==> config.mk <==
export PLATFORM = sky130hd
export DESIGN_NAME = class_hvec_sweep_ctrl
export DESIGN_NICKNAME = d
export VERILOG_FILES = /design/src/rtl/class_hvec_sweep_ctrl.sv
export SDC_FILE = /design/constraint.sdc
export NUM_CORES = 1
export LEC_CHECK = 0
export ABC_AREA = 1
export CAP_MARGIN = 20
export CELL_PAD_IN_SITES_DETAIL_PLACEMENT = 0
export CELL_PAD_IN_SITES_GLOBAL_PLACEMENT = 2
export CORE_MARGIN = 5
export CORE_UTILIZATION = 18
export DETAILED_ROUTE_END_ITERATION = 8
export HOLD_SLACK_MARGIN = 0.12
export PLACE_DENSITY_LB_ADDON = 0.1
export SLEW_MARGIN = 20
export SYNTH_ARGS = -nofsm -noshare
export SYNTH_HDL_FRONTEND = slang
export SYNTH_SLANG_ARGS = --single-unit
==> constraint.sdc <==
create_clock -name clk -period 1.4 [get_ports clk]
set_clock_uncertainty 0.05 [all_clocks]
set_input_delay 0.21 -clock clk [delete_from_list [all_inputs] [get_ports clk]]
set_output_delay 0.21 -clock clk [all_outputs]
set_load 0.01 [all_outputs]
==> src/rtl/class_hvec_sweep_ctrl.sv <==
// Sweeps every (class, frame) address of the class hypervector ROM and streams the words out over valid/ready.
// Optional feature: define CLASS_SKIP_MASK_EN to add class_mask, which skips disabled classes.
module class_hvec_sweep_ctrl #(
    parameter int DI_PARALLEL_W_BITS = 64,
    parameter int N_CLASSES          = 8,
    parameter int N_FRAMES           = 3,
    parameter int CLASS_ID_W         = 3,
    parameter int FRAME_IDX_W        = 2
) (
    input  logic                          clk,
    input  logic                          rst_n,
    input  logic                          start,
    input  logic                          abort,
`ifdef CLASS_SKIP_MASK_EN
    input  logic [N_CLASSES-1:0]          class_mask,
`endif
    output logic [CLASS_ID_W-1:0]         frame_id,
    output logic [FRAME_IDX_W-1:0]        frame_index,
    input  logic [DI_PARALLEL_W_BITS-1:0] class_vec_in,
    output logic                          out_valid,
    input  logic                          out_ready,
    output logic [DI_PARALLEL_W_BITS-1:0] out_data,
    output logic [CLASS_ID_W-1:0]         out_class,
    output logic [FRAME_IDX_W-1:0]        out_frame,
    output logic                          out_last_frame,
    output logic                          out_last_class,
    output logic                          busy,
    output logic                          done
);

    typedef enum logic [1:0] {S_IDLE, S_RUN, S_DRAIN, S_DONE} state_t;

    localparam logic [FRAME_IDX_W-1:0] LAST_FRAME = FRAME_IDX_W'(N_FRAMES - 1);

    state_t state, state_nxt;

    logic [N_CLASSES-1:0]  start_mask;
    logic [N_CLASSES-1:0]  act_mask;
    logic [CLASS_ID_W-1:0] first_cls;
    logic [CLASS_ID_W-1:0] last_cls;
    logic [CLASS_ID_W-1:0] next_cls;
    logic                  go;
    logic                  cap;
    logic                  accept;
    logic                  last_addr;

`ifdef CLASS_SKIP_MASK_EN
    logic [N_CLASSES-1:0] mask_q;
    assign start_mask = class_mask;
    assign act_mask   = mask_q;
`else
    assign start_mask = '1;
    assign act_mask   = '1;
`endif

    assign go        = (state == S_IDLE) && start && !abort;
    assign cap       = (state == S_RUN) && (!out_valid || out_ready);
    assign accept    = out_valid && out_ready;
    assign last_addr = (frame_index == LAST_FRAME) && (frame_id == last_cls);
    assign busy      = (state != S_IDLE);
    assign done      = (state == S_DONE);

    // First enabled class of a new sweep, highest enabled class, and the next enabled class above frame_id.
    always_comb begin
        first_cls = '0;
        last_cls  = '0;
        next_cls  = frame_id;
        for (int i = N_CLASSES - 1; i >= 0; i--) begin
            if (start_mask[i]) first_cls = CLASS_ID_W'(i);
            if (act_mask[i] && (CLASS_ID_W'(i) > frame_id)) next_cls = CLASS_ID_W'(i);
        end
        for (int i = 0; i < N_CLASSES; i++) begin
            if (act_mask[i]) last_cls = CLASS_ID_W'(i);
        end
    end

    always_ff @(posedge clk) begin
        if (!rst_n) state <= S_IDLE;
        else        state <= state_nxt;
    end

    always_comb begin
        state_nxt = state;
        case (state)
            S_IDLE:  if (go) state_nxt = (start_mask == '0) ? S_DONE : S_RUN;
            S_RUN: begin
                if (abort)                 state_nxt = S_IDLE;
                else if (cap && last_addr) state_nxt = S_DRAIN;
            end
            S_DRAIN: begin
                if (abort)       state_nxt = S_IDLE;
                else if (accept) state_nxt = S_DONE;
            end
            S_DONE:  state_nxt = S_IDLE;
            default: state_nxt = S_IDLE;
        endcase
    end

    // Address counters and the output register; a capture refills the slot in the same cycle it is accepted.
    always_ff @(posedge clk) begin
        if (!rst_n) begin
            frame_id       <= '0;
            frame_index    <= '0;
            out_valid      <= 1'b0;
            out_data       <= '0;
            out_class      <= '0;
            out_frame      <= '0;
            out_last_frame <= 1'b0;
            out_last_class <= 1'b0;
`ifdef CLASS_SKIP_MASK_EN
            mask_q         <= '0;
`endif
        end else if (abort && (state != S_IDLE)) begin
            out_valid   <= 1'b0;
            frame_id    <= '0;
            frame_index <= '0;
        end else begin
            if (go) begin
                frame_id    <= first_cls;
                frame_index <= '0;
`ifdef CLASS_SKIP_MASK_EN
                mask_q      <= class_mask;
`endif
            end
            if (cap) begin
                out_data       <= class_vec_in;
                out_class      <= frame_id;
                out_frame      <= frame_index;
                out_last_frame <= (frame_index == LAST_FRAME);
                out_last_class <= (frame_id == last_cls);
                out_valid      <= 1'b1;
                if (frame_index == LAST_FRAME) begin
                    frame_index <= '0;
                    frame_id    <= last_addr ? '0 : next_cls;
                end else begin
                    frame_index <= frame_index + 1'b1;
                end
            end else if (accept) begin
                out_valid <= 1'b0;
            end
        end
    end

endmodule
After elaboration in Yosys (flattened, before gate mapping)
Index checks and enable logic that the tools add are counted.
{"block": "word_totals", "regBits": 79, "input_bits": 69, "output_inout_bits": 79, "elab_cells": 69}
{"block": "classes", "n_addsub": 1, "order_cmp": 8, "eq_ne": 9, "n_mux": 23, "bitwise_logic": 2, "n_reduce_logical": 17}
{"cell": "3-bit 2-to-1 mux", "count": 12}
{"cell": "2-bit 2-to-1 mux", "count": 8}
{"cell": "3-bit > comparator, first input constant", "count": 4}
{"cell": "11-bit != test, second input constant", "count": 1}
{"cell": "2-bit one-hot mux with 4 select lines", "count": 1}
{"cell": "1-bit logical AND", "count": 7}
{"cell": "2-bit equality test, second input constant", "count": 3}
{"cell": "1-bit by 3-bit > comparator with 1-bit output, first input constant", "count": 2}
{"cell": "2-bit by 3-bit > comparator with 1-bit output, first input constant", "count": 2}
{"cell": "2-bit nonzero test", "count": 3}
{"cell": "3-bit equality test, second input constant", "count": 1}
{"cell": "3-bit by 2-bit != test with 1-bit output, second input constant", "count": 1}
{"cell": "3-bit != test, second input constant", "count": 1}
{"cell": "3-bit AND reduction", "count": 1}
{"cell": "2-bit by 1-bit adder with 2-bit output, second input constant", "count": 1}
{"cell": "2-bit by 1-bit equality test with 1-bit output, second input constant", "count": 1}
{"cell": "1-bit logical NOT", "count": 2}
{"cell": "2-bit logical NOT", "count": 1}
{"cell": "1-bit 2-to-1 mux", "count": 2}
{"cell": "2-bit != test, second input constant", "count": 1}
{"cell": "1-bit NOT", "count": 2}
{"cell": "2-bit AND reduction", "count": 1}
{"cell": "2-bit OR reduction", "count": 1}
{"cell": "1-bit logical OR", "count": 1}

Logic depth before layout (Yosys ltp)
{"block": "depth", "word_depth": 12, "ltp_mapped": 8, "mapped_depth_nobuf": 8}

Worst setup path before layout
OpenSTA, ideal clock, no wires.
{"block": "synth_timing", "kind": "register to register", "from": "register out_valid", "to": "register out_class[2]", "setup_ps": 116, "arrival_ps": 1117, "required_time_ps": 1234, "path_slack_ps": 117, "stages_incl_launch_ff": 8, "n_path_buf": 2, "synth_period_minus_slack_ps": 1283, "cell_sequence": "dfxtp_1 -> inv_1 -> nor2_1 -> nor3_2 -> buf_6 -> clkbuf_4 -> o21ai_0 -> nor2_1"}
{"block": "synth_via", "elab_chain_cells": 4}
{"element": "start, declared", "line": "20", "source": "output logic out_valid,"}
{"element": "start signal, assigned", "line": "104", "source": "out_valid <= 1'b0;"}
{"element": "start signal, assigned", "line": "114", "source": "out_valid <= 1'b0;"}
{"element": "start signal, assigned", "line": "131", "source": "out_valid <= 1'b1;"}
{"element": "1-bit logical NOT", "line": "57", "source": "assign cap = (state == S_RUN) && (!out_valid || out_ready);"}
{"element": "1-bit logical OR", "line": "57"}
{"element": "1-bit logical AND", "line": "57"}
{"element": "2-bit AND reduction (no line)"}
{"element": "end signal, assigned", "line": "127", "source": "out_class <= frame_id;"}
{"element": "end, declared", "line": "23", "source": "output logic [CLASS_ID_W-1:0] out_class,"}
Every way passes these cells.
A chain may end at the register's enable or synchronous reset.

Worst setup path in the final report
{"block": "layout_timing", "from": "register state[0]", "to": "output done"}
{"block": "layout_via", "elab_chain_cells": 1}
{"element": "start, declared", "line": "35", "source": "state_t state, state_nxt;"}
{"element": "start signal, assigned", "line": "79", "source": "else state <= state_nxt;"}
{"element": "2-bit equality test", "line": "61", "source": "assign done = (state == S_DONE);"}
{"element": "end, declared", "line": "28", "source": "output logic done"}
Every way passes these cells.

==> results_dict.tcl <==
set metrics [dict create \
    status "complete, no violations" \
    period_share 0.962 \
    core-area_um2 15800 \
    ys_top_cells_by_area "dfxtp_1 55%, nor2_1 19%, o21ai_0 12%" \
    gp_congestion 0.708 \
    fp.dieH_um 137 \
    grt_pass1_wl_mm 15.5 \
    crit_type "reg -> out" \
    syn_inst 380 \
    diodes 0 \
    synth.avg_cell_area_um2 7.63 \
    finalInstanceArea_um2 5110 \
    yosys.area.top_type_share 0.546 \
    hold_viol 0 \
    dieArea_um2 18700 \
    period_minus_slack_ns 1.35 \
    clk_latency_ns 0.34 \
    post_dp_cell_area_um2 4720 \
    synth_top_area_cell "dfxtp_1" \
    cts_root_buf "clkbuf_16" \
    rsz0062_at_grt "yes" \
    post-place-ws_ns -0.430 \
    worstPathCellList "nand2_1, inv_1, clkdlybuf4s15_1" \
    hold_path.class "in -> reg" \
    seq_area_frac_synth 0.546 \
    crit_slowest_cell "dfxtp_2" \
    reg2reg_slack_ns 0.06 \
    hp-start "rst_n" \
    drive_gt1_frac 0.136 \
    slew_violations 0 \
    num-nets-final 610 \
    crit_family "flip-flops" \
    grt_overflow 0 \
    timing.rr.end "out_data[42]$_SDFFE_PN0P_" \
    worstPathArrival_ns 1.09 \
    wl_per_cell_um 14.4 \
    grt_pass1_vias 2877 \
    remaining_drc_errors 0 \
    numCtsBuffers 9 \
    worstSetupStartpointType "register" \
    synth_cell_types 20 \
    fin_ws_ns 0.0533 \
    syn_nets 449 \
    drt_wl_total_mm 11.0 \
    whs_ns 0.142 \
    vias 2987 \
    pin_count 148 \
    hold_buffers 0 \
    grt_usage 0.109 \
    crit_end "done" \
    ys_seq_elements 79 \
    syn2layout_area_growth_pct 76.2 \
    p_per_area_nw_per_um2 1380 \
    rows 46 \
    cts_sinks 79 \
    firstDrtPassIters 4 \
    drv_cap 0 \
    critPathCaptureType "output port" \
    start_util 0.183 \
    irDropWorstVdd_uv 514 \
    crit_fanout 4 \
    cp-startpoint "state[0]$_SDFFE_PN0P_" \
    reg2reg_depth 8 \
    cts_tree "yes" \
    die_x_um 137 \
    power.total_mw 7.05 \
    h-tree-depth 3 \
    drt_iter0_markers 96 \
    port_buffers 147 \
    ant_nets 0 \
    detailed_place_hpwl_mm 7.12 \
    syn_area_um2 2900 \
    tightest_slew_ns 0.319 \
    cts_buffer_depth 2 \
    worstSetupPathDepth 3 \
    reg2reg_from "out_valid$_SDFFE_PP0P_" \
    critPathRequiredTime_ns 1.14 \
    fmax_mhz 743 \
    grt_max_degree 73 \
    yosysWarnings 0 \
    cp_num_buf_inv 2 \
    path_clk_slew_ns 0.06 \
    setup_viol 0 \
    leakage_nw 2.45 \
    max_slew_margin 0.787 \
    max_stage_delay_ns 0.37 \
    antenna_found_initial 0 \
    routed_via_density 3.93 \
]
[cell usage in the layout (no fill, tap or decap), types with 4 or more instances in the layout]
cell,n
a21oi_1,9
buf_12,6
buf_4,11
buf_6,4
clkbuf_16,12
clkdlybuf4s50_1,65
dfxtp_1,76
dlygate4sd2_1,77
inv_1,12
nand2_1,22
nand3_1,4
nor2_1,129
nor2_2,15
o21ai_0,19
o21ai_1,49
o21ai_2,9
[registers in the layout, indices dropped and copies added (netlist names)]
name and flops:
out_data 64, frame_id 3, out_class 3, frame_index 2
out_frame 2, state 2, out_last_class 1, out_last_frame 1
out_valid 1
[cells in the mapped netlist]
cell type,instances
buf_6,4
nand3_2,1
nand2_1,22
clkbuf_4,3
clkbuf_1,10
buf_2,4
nand3_1,4
nand2_2,1
nor2_1,146
dfxtp_1,79
clkbuf_2,1
o21ai_0,67
o21a_1,1
a21oi_1,9
inv_2,2
o211ai_1,1
buf_4,1
inv_1,13
o21ai_1,10
nor3_2,1
[kinds of logic (layout without fill, tap and decap cells)]
| logic type | Yosys count | in the layout | synth area share |
|---|---|---|---|
| buf+inv | 38 | 202 | 0.0669 |
| simple gates | 175 | 175 | 0.234 |
| compound gates | 88 | 88 | 0.154 |
| flops | 79 | 79 | 0.546 |
[worst min path at each step]
stage                                        to  slack (ns)  depth (start not counted)
global route        out_last_frame$_SDFFE_PN0P_        0.16                          3
floorplan             out_data[22]$_SDFFE_PN0P_        0.29                          2
finish              out_last_frame$_SDFFE_PN0P_        0.14                          3
global placement    out_last_frame$_SDFFE_PN0P_        0.41                          2
CTS                 out_last_frame$_SDFFE_PN0P_        0.13                          3
detailed placement  out_last_frame$_SDFFE_PN0P_        0.41                          2
[metal layers]
layer	share of wire	up-vias	track usage
li1	-	1546	-
met1	0.42	1353	0.127
met2	0.48	74	0.173
met3	0.072	14	0.0430
met4	0.022	0	0.0538
met5	0	-	0
[power by group]
group / switching [mW] / leakage (nW) / total [mW] / internal [mW]
Clock: 0.909 / 0.122 / 2.09 / 1.18
Combinational: 1.10 / 1.69 / 2.16 / 1.05
Sequential: 0.191 / 0.645 / 2.80 / 2.61
[tightest hold or removal path: cells and delay by family]
kind,cells,cell delay [ns]
buffers and inverters,2,0.23
AOI/OAI and AO/OA,1,0.04
[final cells by class]
type / count / area, um^2
Timing Repair Buffer: 173 / 1720
Clock buffer: 12 / 236
Tap cell: 216 / 270
Inverter: 15 / 61.3
Fill cell: 1715 / 10700
Multi-Input combinational cell: 263 / 1220
Clock inverter: 2 / 10.0
Sequential cell: 79 / 1590
[through the flow]
step	std cells	setup TNS [ns]	utilization
2_1_floorplan	380	0	-
3_3_place_gp	739	-27.93	0.298
3_5_place_dp	739	-28.62	0.298
4_1_cts	756	-0.0191	0.310
5_1_grt	760	-0.203	0.323
6_report	760	0	0.323
[what timing repair did]
action	4_1_cts	5_1_grt
setup endpoints to repair	151	74
pin swaps	2	2
setup buffers	3	0
cloned	0	5
gates resized for setup	123	51
Note: power is estimated with default switching activity, not from simulation.
